$ cat config.mk
export PLATFORM = sky130hd
export DESIGN_NAME = alignment_collector
export DESIGN_NICKNAME = d
export VERILOG_FILES = /design/src/rtl/alignment_collector.sv
export SDC_FILE = /design/constraint.sdc
export NUM_CORES = 1
export LEC_CHECK = 0
export CORE_MARGIN = 4
export CORE_UTILIZATION = 60
export DETAILED_ROUTE_END_ITERATION = 10
export PLACE_DENSITY = 0.8
export SYNTH_ARGS = -nofsm -noshare
export SYNTH_HDL_FRONTEND = slang
export SYNTH_SLANG_ARGS = --single-unit
export TNS_END_PERCENT = 10
$ cat constraint.sdc
create_clock -name clk -period 5.01 [get_ports clk]
set_input_delay 0.7515 -clock clk [delete_from_list [all_inputs] [get_ports clk]]
set_output_delay 0.7515 -clock clk [all_outputs]
set_load 0.01 [all_outputs]
$ cat src/rtl/alignment_collector.sv
// alignment_collector: drives traceback, captures its reverse-order (R,Q) pair
// stream into a LIFO and replays it forward-order on a valid/ready stream,
// while counting matches, mismatches and gaps of the captured alignment.
module alignment_collector #(
   parameter int L     = 8,
   parameter int DEPTH = 2 * L,
   parameter int CW    = $clog2(DEPTH + 1)
) (
   input  logic          clk,
   input  logic          rst_n,
   input  logic          start,
   output logic          busy,
   output logic          start_tb,
   input  logic [2:0]    tb_r,
   input  logic [2:0]    tb_q,
   input  logic          tb_finish,
   output logic [2:0]    aln_r,
   output logic [2:0]    aln_q,
   output logic          aln_valid,
   input  logic          aln_ready,
   output logic          aln_last,
   output logic          done,
   output logic [CW-1:0] aln_len,
   output logic [CW-1:0] match_cnt,
   output logic [CW-1:0] mism_cnt,
   output logic [CW-1:0] gap_cnt,
   output logic          overflow
);

   localparam int AW = (DEPTH > 1) ? $clog2(DEPTH) : 1;

   localparam logic [2:0] SYM_IDLE = 3'b111;
   localparam logic [2:0] SYM_GAP  = 3'b100;

   typedef enum logic [1:0] {IDLE, COLLECT, DRAIN} state_t;

   state_t        state, state_nxt;

   logic [5:0]    mem [DEPTH];
   logic [CW-1:0] ptr;

   logic          accept_start;
   logic          push_try;
   logic          push_ok;
   logic          full;
   logic          fin;
   logic          head_load;
   logic          drain_end;
   logic          pair_gap;
   logic          pair_match;
   logic [CW-1:0] len_after;
   logic [AW-1:0] wr_idx;
   logic [AW-1:0] top_idx;

   // Symbol classification and LIFO addressing used by the control logic
   always_comb begin
      full       = (ptr == CW'(DEPTH));
      pair_gap   = (tb_r == SYM_GAP) || (tb_q == SYM_GAP);
      pair_match = (tb_r == tb_q);
      wr_idx     = AW'(ptr);
      top_idx    = AW'(ptr - CW'(1));
   end

   // State register
   always_ff @(posedge clk) begin
      if (!rst_n) state <= IDLE;
      else        state <= state_nxt;
   end

   // Next-state logic; a finish that leaves the LIFO empty skips DRAIN
   always_comb begin
      state_nxt = state;
      case (state)
         IDLE:    if (start) state_nxt = COLLECT;
         COLLECT: if (tb_finish) state_nxt = (len_after == '0) ? IDLE : DRAIN;
         DRAIN:   if (drain_end) state_nxt = IDLE;
         default: state_nxt = IDLE;
      endcase
   end

   // Per-state control strobes
   always_comb begin
      busy         = (state != IDLE);
      accept_start = (state == IDLE) && start;
      push_try     = (state == COLLECT) && (tb_r != SYM_IDLE);
      push_ok      = push_try && !full;
      len_after    = aln_len + {{(CW-1){1'b0}}, push_ok};
      fin          = (state == COLLECT) && tb_finish;
      // The output register is refilled whenever it is empty or being consumed
      head_load    = (state == DRAIN) && (!aln_valid || aln_ready) && (ptr != '0);
      drain_end    = (state == DRAIN) && aln_valid && aln_ready && aln_last;
   end

   // LIFO storage; contents need no reset since the pointer gates every read
   always_ff @(posedge clk) begin
      if (push_ok) mem[wr_idx] <= {tb_r, tb_q};
   end

   // Traceback handshake, LIFO pointer, counters, overflow and done pulse
   always_ff @(posedge clk) begin
      if (!rst_n) begin
         start_tb  <= 1'b0;
         done      <= 1'b0;
         overflow  <= 1'b0;
         ptr       <= '0;
         aln_len   <= '0;
         match_cnt <= '0;
         mism_cnt  <= '0;
         gap_cnt   <= '0;
      end else begin
         done <= 1'b0;
         if (accept_start) begin
            start_tb  <= 1'b1;
            overflow  <= 1'b0;
            ptr       <= '0;
            aln_len   <= '0;
            match_cnt <= '0;
            mism_cnt  <= '0;
            gap_cnt   <= '0;
         end
         if (push_try && full) overflow <= 1'b1;
         if (push_ok) begin
            ptr     <= ptr + CW'(1);
            aln_len <= aln_len + CW'(1);
            if (pair_gap)        gap_cnt   <= gap_cnt + CW'(1);
            else if (pair_match) match_cnt <= match_cnt + CW'(1);
            else                 mism_cnt  <= mism_cnt + CW'(1);
         end
         if (fin) begin
            start_tb <= 1'b0;
            if (len_after == '0) done <= 1'b1;
         end
         if (head_load) ptr <= ptr - CW'(1);
         if (drain_end) done <= 1'b1;
      end
   end

   // Registered forward-order output stage, popping the LIFO top
   always_ff @(posedge clk) begin
      if (!rst_n) begin
         aln_r     <= SYM_IDLE;
         aln_q     <= SYM_IDLE;
         aln_valid <= 1'b0;
         aln_last  <= 1'b0;
      end else if (head_load) begin
         aln_r     <= mem[top_idx][5:3];
         aln_q     <= mem[top_idx][2:0];
         aln_valid <= 1'b1;
         aln_last  <= (ptr == CW'(1));
      end else if (drain_end) begin
         aln_valid <= 1'b0;
         aln_last  <= 1'b0;
      end
   end

endmodule

==> results of run 1 <==
through the flow:
step	cells	hold WS (ns)	area, sq um	total power [mW]
after global routing	608	0.494	7010	2.84
after floorplan	417	0.491	5840	1.39
after CTS	608	0.468	7010	2.77
after detailed placement	576	0.453	6370	1.46
final	608	0.464	7010	2.76
after global placement	576	0.447	6370	1.45
sequential cells by signal (all words and copies together) (netlist names), 3 cells and up:
name,count
aln_q,3
match_cnt,5
mem,96
aln_len,5
aln_r,3
mism_cnt,5
ptr,5
gap_cnt,5
path summary, 6_finish.rpt:
check / slack (ns) / endpoint / depth (start not counted) / start
max: 1.58 / done / 11 / ptr[0]
max reg2reg: 1.58 / done / 11 / ptr[0]
min reg2reg: 0.46 / aln_r[1] / 2 / aln_r[1]
min: 0.46 / aln_r[1] / 2 / aln_r[1]
per-layer routing:
layer,routed length (um),vias up,GRT usage [%]
met2,6490,143,39.0
li1,-,1718,-
met5,0,-,0
met1,5390,1886,32.6
met3,779,17,5.36
met4,163,0,7.58
tightest hold or removal path, cell delays in order (launching register included):
cell and delay, ns:
dfxtp_1 0.32, a21oi_1 0.06, nand2_1 0.05
layout make-up:
type | count | area, sq um
Clock inverter | 15 | 216
Tap cell | 129 | 161
Fill cell | 600 | 2370
Clock buffer | 17 | 414
Timing Repair Buffer | 49 | 473
Sequential cell | 134 | 3640
Inverter | 14 | 52.6
Multi-Input combinational cell | 250 | 2040
placed cells by master (no fill, tap or decap), drive strengths merged, types with 2 or more instances in the layout:
cell | Yosys | routed
a211oi | 2 | 2
a21oi | 32 | 32
a22oi | 8 | 8
a31o | 3 | 3
a31oi | 5 | 5
and2 | 5 | 5
and3 | 6 | 6
buf | 9 | 7
bufinv | 0 | 4
clkbuf | 10 | 17
clkdlybuf4s50 | 0 | 42
clkinv | 0 | 5
dfxtp | 38 | 38
edfxtp | 96 | 96
ha | 12 | 12
inv | 14 | 20
mux2 | 12 | 12
mux4 | 24 | 24
nand2 | 23 | 23
nand3 | 26 | 26
nand4 | 5 | 5
nor2 | 20 | 20
nor2b | 6 | 6
nor3 | 18 | 18
o211ai | 2 | 2
o21ai | 8 | 8
or3 | 4 | 4
or3b | 2 | 2
xnor2 | 8 | 8
logic make-up after synthesis:
group / Yosys count / synth area share, %
compound gates: 68 / 7.24
buf+inv: 33 / 2.80
fa+ha+maj: 12 / 2.57
mux: 37 / 12.4
flops: 134 / 62.3
simple gates: 124 / 11.3
xor+xnor: 9 / 1.35
power by group through the flow:
stage	clock, mW	sequential, mW	combinational [mW]
final	1.32	1.21	0.230
after global routing	1.39	1.21	0.247
after CTS	1.33	1.21	0.229
after detailed placement	0	1.23	0.226
after global placement	0	1.23	0.221
after floorplan	0	1.23	0.159
==> impl_metrics.csv, run 1 <==
group,metric,value,unit
run_status,status,"completed",
sta,relSlewSlack,17.6,%
global_route,grt_max_degree,35,
worst_setup_path,path_buf_inv,3,
synth,synth_area,5840,sq um
worst_setup_path,cp_max_fo,29,
worst_setup_path,worst_setup_path_start_kind,"register",
worst_setup_path,critPathArrivalTime,3.87,ns
clocking,ctsHoldBuffers,0,
routing,wire_per_inst,21.1,um
pwr,power_density,394,nW/um^2
routing,num_vias,3764,
placed_design,gp_congestion,0.836,
sta,setup_ws,1.58,ns
die,io_pins,43,
synth,yosys.area.top_type,"edfxtp_1",
worst_setup_path,crit_required,5.46,ns
die,fp-row-count,35,
sta,tightest_slew,1.23,ns
pwr,p_seq_share,43.8,%
clocking,htree_levels,4,
sta,slew_viol_final,0,
global_route,track_usage,24.0,%
pwr,p_int,2.12,mW
worst_setup_path,cp_slowest_cell,"or4_1",
clocking,postCtsSetupRepairBufs,0,
worst_setup_path,path_cells,"buf_4, inv_1, ha_1, nand4bb_1, nand3_1, inv_2, ha_1, ha_1, a31oi_1, or4_1, a21oi_1",
clocking,clockBufferDepth,2,
global_route,grt_pass1_wl,20200,um
placed_design,dp_slack,1.12,ns
job,maxCapViolations,0,
worst_setup_path,worstSetupEndpointType,"register",
sta,finalHoldViolCount,0,
clocking,cts.sinks,134,
placed_design,io_buffers,42,
global_route,overflow,0,
pwr,ir_drop,0.259,mV
pwr,p_leak,2.35,nW
synth,yosysWarnings,0,
layout,fin_nets,489,
die,die_height,107,um
synth,synthTopCellsByArea,"edfxtp_1, dfxtp_1, mux4_2",
synth,synthArstFlopShare,0,%
synth,synth-seq-cells,134,
sta,timing.setup.tns,0,ns
die,die_area,11400,sq um
routing,drt_iter0_drc,299,
clocking,cts_buffers,17,
sta,max_freq,292,MHz
sta,finalCritPeriodShare,68.4,%
worst_hold_path,hold_path_class,"reg -> reg",
routing,drc,0,
synth,avgSynthCellArea,14.0,sq um
die,coreArea,9370,sq um
routing,avgViaCountPerCell,6.19,
sta,min_period,3.43,ns
clocking,clock_latency,0.52,ns
layout,syn_to_final_growth,19.9,%
synth,synth_top_cell_area_share,49.3,%
synth,yosysMostFrequentCell,"edfxtp_1",
pwr,share_clk_of_total_power,47.8,%
die,die_width,107,um
routing,antenna_left,0,
pwr,swShare,23.0,%
clocking,cts_tree,"done",
die,initial_utilization,62.4,%
synth,synthDistinctLibCells,56,
synth,ys_seq_area_share,62.3,%
clocking,clkTransAtPathRegs,0.06,ns
worst_setup_path,worstSetupPathType,"reg -> reg",
worst_setup_path,cpPeakStageDelay,0.47,ns
pwr,power_frac_comb,8.3,%
layout,drive_gt1_share,16.3,%
global_route,antenna_found_initial,0,
placed_design,dpl.hpwl,8020,um
sta,rsz0062_at_grt,"no",
routing,drt_pass1_iterations,5,
sta,setup_viol,0,
layout,utilization,74.8,%
global_route,first_global_vias,3702,
routing,wl,12800,um
synth,synth-main-ff-cell,"edfxtp_1",
pwr,power.switching,0.634,mW
worst_setup_path,crit_family,"buffers and inverters",
clocking,cts_root_buffer,"clkbuf_8",
synth,ys_top_cells_by_count,"edfxtp_1, dfxtp_1, a21oi_1",
layout,diodes,0,
clocking,post_cts_resized,0,
worst_setup_path,path_common_cell,"ha_1",
synth,syn_nets,440,
synth,synth_edf_count,96,
synth,netlist_instances,417,
sta,skew,0.00680,ns
No activity file was read; power rests on OpenSTA's default activity.
==> inputs of run 2 (changes only) <==
--- a/config.mk
+++ b/config.mk
@@ -6,9 +6,9 @@
 export NUM_CORES = 1
 export LEC_CHECK = 0
 export CORE_MARGIN = 4
-export CORE_UTILIZATION = 60
+export CORE_UTILIZATION = 53
 export DETAILED_ROUTE_END_ITERATION = 10
-export PLACE_DENSITY = 0.8
+export PLACE_DENSITY = 0.75
 export SYNTH_ARGS = -nofsm -noshare
 export SYNTH_HDL_FRONTEND = slang
 export SYNTH_SLANG_ARGS = --single-unit
==> constraint.sdc (replaced) <==
create_clock -name clk -period 3 [get_ports clk]
set_input_delay 0.45 -clock clk [delete_from_list [all_inputs] [get_ports clk]]
set_output_delay 0.45 -clock clk [all_outputs]
set_load 0.01 [all_outputs]
==> impl_metrics.csv, run 2 (synthesis results as in run 1) <==
group,metric,value,unit
layout,layout_common_cells,"edfxtp_1, clkdlybuf4s50_1, dfxtp_1",
routing,antenna_left,0,
placed_design,io_buffers,42,
clocking,cts_tree,"done",
routing,top_layer,"met4",
clocking,cts_buffers,17,
pwr,ir_drop,0.368,mV
layout,fin_nets,509,
global_route,overflow,0,
layout,regMostFlops,"mem",
die,die_width,113,um
routing,wire_per_inst,19.9,um
layout,final_area,7100,sq um
global_route,grt_max_degree,29,
die,die_area,12800,sq um
placed_design,dp_slack,0.288,ns
die,coreArea,10800,sq um
worst_setup_path,crit_required,3.44,ns
worst_setup_path,crit_family,"simple AND/OR/NAND/NOR gates",
sta,rsz0062_at_grt,"no",
clocking,clock_latency,0.52,ns
routing,wl_met3,765,um
clocking,htree_levels,4,
sta,setup_ws,0.536,ns
clocking,cts.sinks,134,
sta,relSlewSlack,55.0,%
routing,wl,12700,um
sta,setup_viol,0,
routing,avgViaCountPerCell,5.97,
worst_setup_path,worstSetupPathType,"reg -> reg",
global_route,grt_pass1_wl,20900,um
routing,num_vias,3817,
run_status,status,"completed",
layout,diodes,0,
job,maxCapViolations,0,
layout,syn_to_final_growth,21.5,%
die,io_pins,43,
clocking,clockBufferDepth,2,
clocking,post_cts_resized,0,
global_route,antenna_found_initial,0,
clocking,postCtsSetupRepairBufs,0,
routing,drt_pass1_iterations,5,
clocking,ctsHoldBuffers,0,
routing,drc,0,
worst_setup_path,worstSetupEndpointType,"register",
worst_setup_path,path_cells,"inv_1, ha_1, nand4bb_1, nand3_1, inv_2, ha_1, a211o_1, nand2_1, a31oi_1, or4_1, a21oi_1",
sta,min_period,2.46,ns
global_route,track_usage,21.6,%
clocking,cts_root_buffer,"clkbuf_8",
placed_design,place_inst,607,
sta,skew,0.0114,ns
layout,final_common_cell,"edfxtp_1",
layout,seqCellArea,3640,sq um
sta,finalCritPeriodShare,82.1,%
sta,max_freq,406,MHz
placed_design,dpl.hpwl,8620,um
worst_setup_path,cpPeakStageDelay,0.51,ns
worst_setup_path,critPathArrivalTime,2.90,ns
layout,layout.cells.non_filler,639,
layout,multi_input_area,2040,sq um
worst_hold_path,hold_path_class,"reg -> reg",
layout,drive_gt1_share,19.2,%
pwr,power_density,618,nW/um^2
worst_setup_path,cp_max_fo,6,
die,initial_utilization,54.2,%
sta,finalHoldViolCount,0,
sta,slew_viol_final,0,
placed_design,gp_congestion,0.800,
die,die_height,113,um
worst_setup_path,path_common_cell,"ha_1",
worst_setup_path,worst_setup_path_start_kind,"register",
worst_setup_path,cp_slowest_cell,"or4_1",
worst_setup_path,path_buf_inv,2,
layout,fillCellCount,774,
routing,drt_iter0_drc,429,
pwr,p_total,4.39,mW
global_route,first_global_vias,3852,
die,fp-row-count,38,
sta,timing.setup.tns,0,ns
routing,wl_met2,6310,um
layout,largest_reg_flops,96,
clocking,clkTransAtPathRegs,0.06,ns
pwr,p_leak,2.40,nW
placed_design,place_area,6530,sq um
routing,met1_length,5430,um
sta,tightest_slew,0.672,ns
==> run 2: cell types whose count changed in the layout (fill, tap and decap cells not counted) <==
cell,previous run,this run
xnor2_1,7,8
buf_4,7,27
clkinvlp_4,0,4
inv_8,3,0
bufinv_16,4,2
xnor2_2,1,0
clkbuf_1,0,1
==> run 2: power breakdown <==
group	internal (mW)	leakage [nW]	switching [mW]
Sequential	2.00	1.17	0.0164
Combinational	0.181	0.961	0.218
Clock	1.19	0.268	0.784
Total	3.37	2.40	1.02
==> run 2: final timing paths <==
path / from / to / slack (ns) / cells past startpoint
hold reg to reg: aln_r[1] / aln_r[1] / 0.48 / 2
setup reg to reg: ptr[1] / done / 0.54 / 11
hold / removal: aln_r[1] / aln_r[1] / 0.48 / 2
setup / recovery: ptr[1] / done / 0.54 / 11
==> run 2: cell type report <==
class | instances | share of cell area [%]
Sequential cell | 134 | 51.3
Multi-Input combinational cell | 250 | 28.7
Timing Repair Buffer | 69 | 8.77
Clock buffer | 18 | 5.88
Tap cell | 140 | 2.47
Clock inverter | 14 | 2.15
Inverter | 14 | 0.740
==> run 2: routing by layer <==
metal | vias to the layer above | global-route usage [%]
met5 | - | 0
met4 | 0 | 8.01
met3 | 19 | 5.72
met2 | 131 | 34.5
met1 | 1906 | 28.7
li1 | 1761 | -
==> run 2: worst register-to-register path, cell delays in order, from the launching register on <==
cell       delay (ns)
dfxtp_1          0.38
inv_1            0.13
ha_1             0.19
nand4bb_1        0.15
nand3_1          0.14
inv_2            0.05
ha_1             0.20
a211o_1          0.29
nand2_1          0.06
a31oi_1          0.10
or4_1            0.51
a21oi_1          0.19
==> run 2: metrics by stage <==
stage               hold WS, ns  utilization [%]
floorplan                 0.491                -
global placement          0.467             60.5
detailed placement        0.468             60.5
CTS                       0.486             65.8
global route              0.523             65.8
finish                    0.484             65.8
==> inputs of run 3 (changes only) <==
==> constraint.sdc (replaced) <==
create_clock -name clk -period 2.2 [get_ports clk]
set_input_delay 0.33 -clock clk [delete_from_list [all_inputs] [get_ports clk]]
set_output_delay 0.33 -clock clk [all_outputs]
set_load 0.01 [all_outputs]
==> impl_metrics.csv, run 3 (synthesis results as in run 1) <==
group,metric,value,unit
sta,max_freq,480,MHz
routing,drt_iter0_drc,343,
layout,fin_nets,522,
placed_design,gp_congestion,0.856,
clocking,htree_levels,4,
placed_design,dpl.hpwl,8920,um
sta,timing.setup.tns,0,ns
placed_design,io_buffers,42,
die,fp-row-count,38,
sta,hold_slack,0.428,ns
job,maxCapViolations,0,
layout,diodes,0,
routing,num_vias,3900,
layout,largest_reg_flops,96,
clocking,cts_root_buffer,"clkbuf_8",
layout,layout_common_cells,"edfxtp_1, clkdlybuf4s50_1, buf_4",
run_status,status,"completed",
placed_design,dp_slack,-0.239,ns
clocking,clock_latency,0.52,ns
die,die_area,12800,sq um
worst_setup_path,worst_setup_path_start_kind,"register",
clocking,clockBufferDepth,2,
routing,drc,0,
global_route,antenna_found_initial,0,
layout,regMostFlops,"mem",
die,initial_utilization,54.2,%
sta,tightest_slew,0.619,ns
worst_setup_path,cp_max_fo,10,
sta,setup_viol,0,
routing,antenna_left,0,
clocking,cts.sinks,134,
placed_design,place_inst,620,
worst_hold_path,hold_path_class,"in -> reg",
sta,setup_ws,0.116,ns
sta,slew_viol_final,0,
sta,finalCritPeriodShare,94.7,%
global_route,first_global_vias,3888,
worst_setup_path,crit_required,1.87,ns
layout,layout.cells.non_filler,652,
worst_setup_path,reg2reg_depth,11,
global_route,busiest_layer,"met2",
routing,wl,13200,um
clocking,cts_buffers,17,
pwr,p_leak,2.48,nW
global_route,grt_pass1_wl,21400,um
sta,relSlewSlack,58.6,%
clocking,cts_tree,"done",
pwr,power_density,830,nW/um^2
die,die_height,113,um
die,io_pins,43,
sta,skew,0.0129,ns
routing,avgViaCountPerCell,5.98,
sta,finalHoldViolCount,0,
global_route,track_usage,22.1,%
worst_setup_path,critPathArrivalTime,1.75,ns
routing,wire_per_inst,20.2,um
global_route,overflow,0,
pwr,ir_drop,0.560,mV
die,die_width,113,um
worst_hold_path,worstHoldPathCells,2,
clocking,clkTransAtPathRegs,0.06,ns
layout,drive_gt1_share,22.5,%
routing,drt_pass1_iterations,5,
global_route,grt_util_met1,29.6,%
worst_setup_path,worstSetupEndpointType,"output port",
layout,utilization,67.6,%
layout,final_common_cell,"edfxtp_1",
global_route,grtUsageMet3,5.13,%
sta,min_period,2.08,ns
layout,syn_to_final_growth,24.9,%
die,coreArea,10800,sq um
sta,rsz0062_at_grt,"no",
worst_setup_path,worstSetupPathType,"reg -> out",
global_route,use_met2,34.9,%
global_route,grt_max_degree,29,
run 3: cell count changes in the layout (fill, tap and decap cells not counted), moves of 2 or more:
| cell | change |
|---|---|
| ha_1 | -3 |
| inv_1 | -2 |
| clkinv_4 | -3 |
| buf_12 | +2 |
| inv_6 | +3 |
| clkinv_1 | +2 |
| buf_4 | +11 |
| ha_4 | +3 |
run 3: worst max-delay path, stage by stage, from the launching register on:
cell and delay (ns):
dfxtp_1 0.31, buf_4 0.16, or2_2 0.29, clkdlybuf4s50_1 0.48
run 3: area by class of cell:
cell class              count  area [sq um]
multi-input cells         250          2100
clock inverters            14           148
fillers                   746          3500
repair buffers             82           746
clock buffers              18           418
inverters                  14          62.6
flip-flops and latches    134          3640
well taps                 140           175
run 3: worst paths after layout:
path         slack [ns]  startpoint        to
max                0.12    state[0]      busy
min                0.43   tb_finish  state[0]
max reg2reg        0.12      ptr[0]      done
min reg2reg        0.50    aln_r[2]  aln_r[2]
run 3: where the power goes:
group          internal, mW  leakage [nW]  switching (mW)
registers              2.73          1.17          0.0213
clock network          1.62         0.268            1.07
logic                 0.291          1.04           0.324
total                  4.64          2.48            1.42
run 3: what timing repair did:
action,in CTS,in global routing
hold endpoints to repair,0,0
hold buffers,0,0
setup endpoints to repair,0,2
resized for setup,0,3
setup buffers,0,0
run 3: through the flow:
| step | total power, mW | instance area [sq um] |
|---|---|---|
| after global routing | 6.27 | 7300 |
| after CTS | 6.09 | 7270 |
| after floorplan | 3.19 | 5920 |
| after global placement | 3.39 | 6710 |
| final | 6.06 | 7300 |
| after detailed placement | 3.41 | 6710 |
run 3: routing by layer:
| metal | up-vias | wire, um | share of wire (%) |
|---|---|---|---|
| met5 | - | 0 | 0 |
| met4 | 0 | 321 | 2.4 |
| met3 | 27 | 854 | 6.5 |
| met2 | 146 | 6530 | 50 |
| met1 | 1941 | 5450 | 41 |
| li1 | 1786 | - | - |
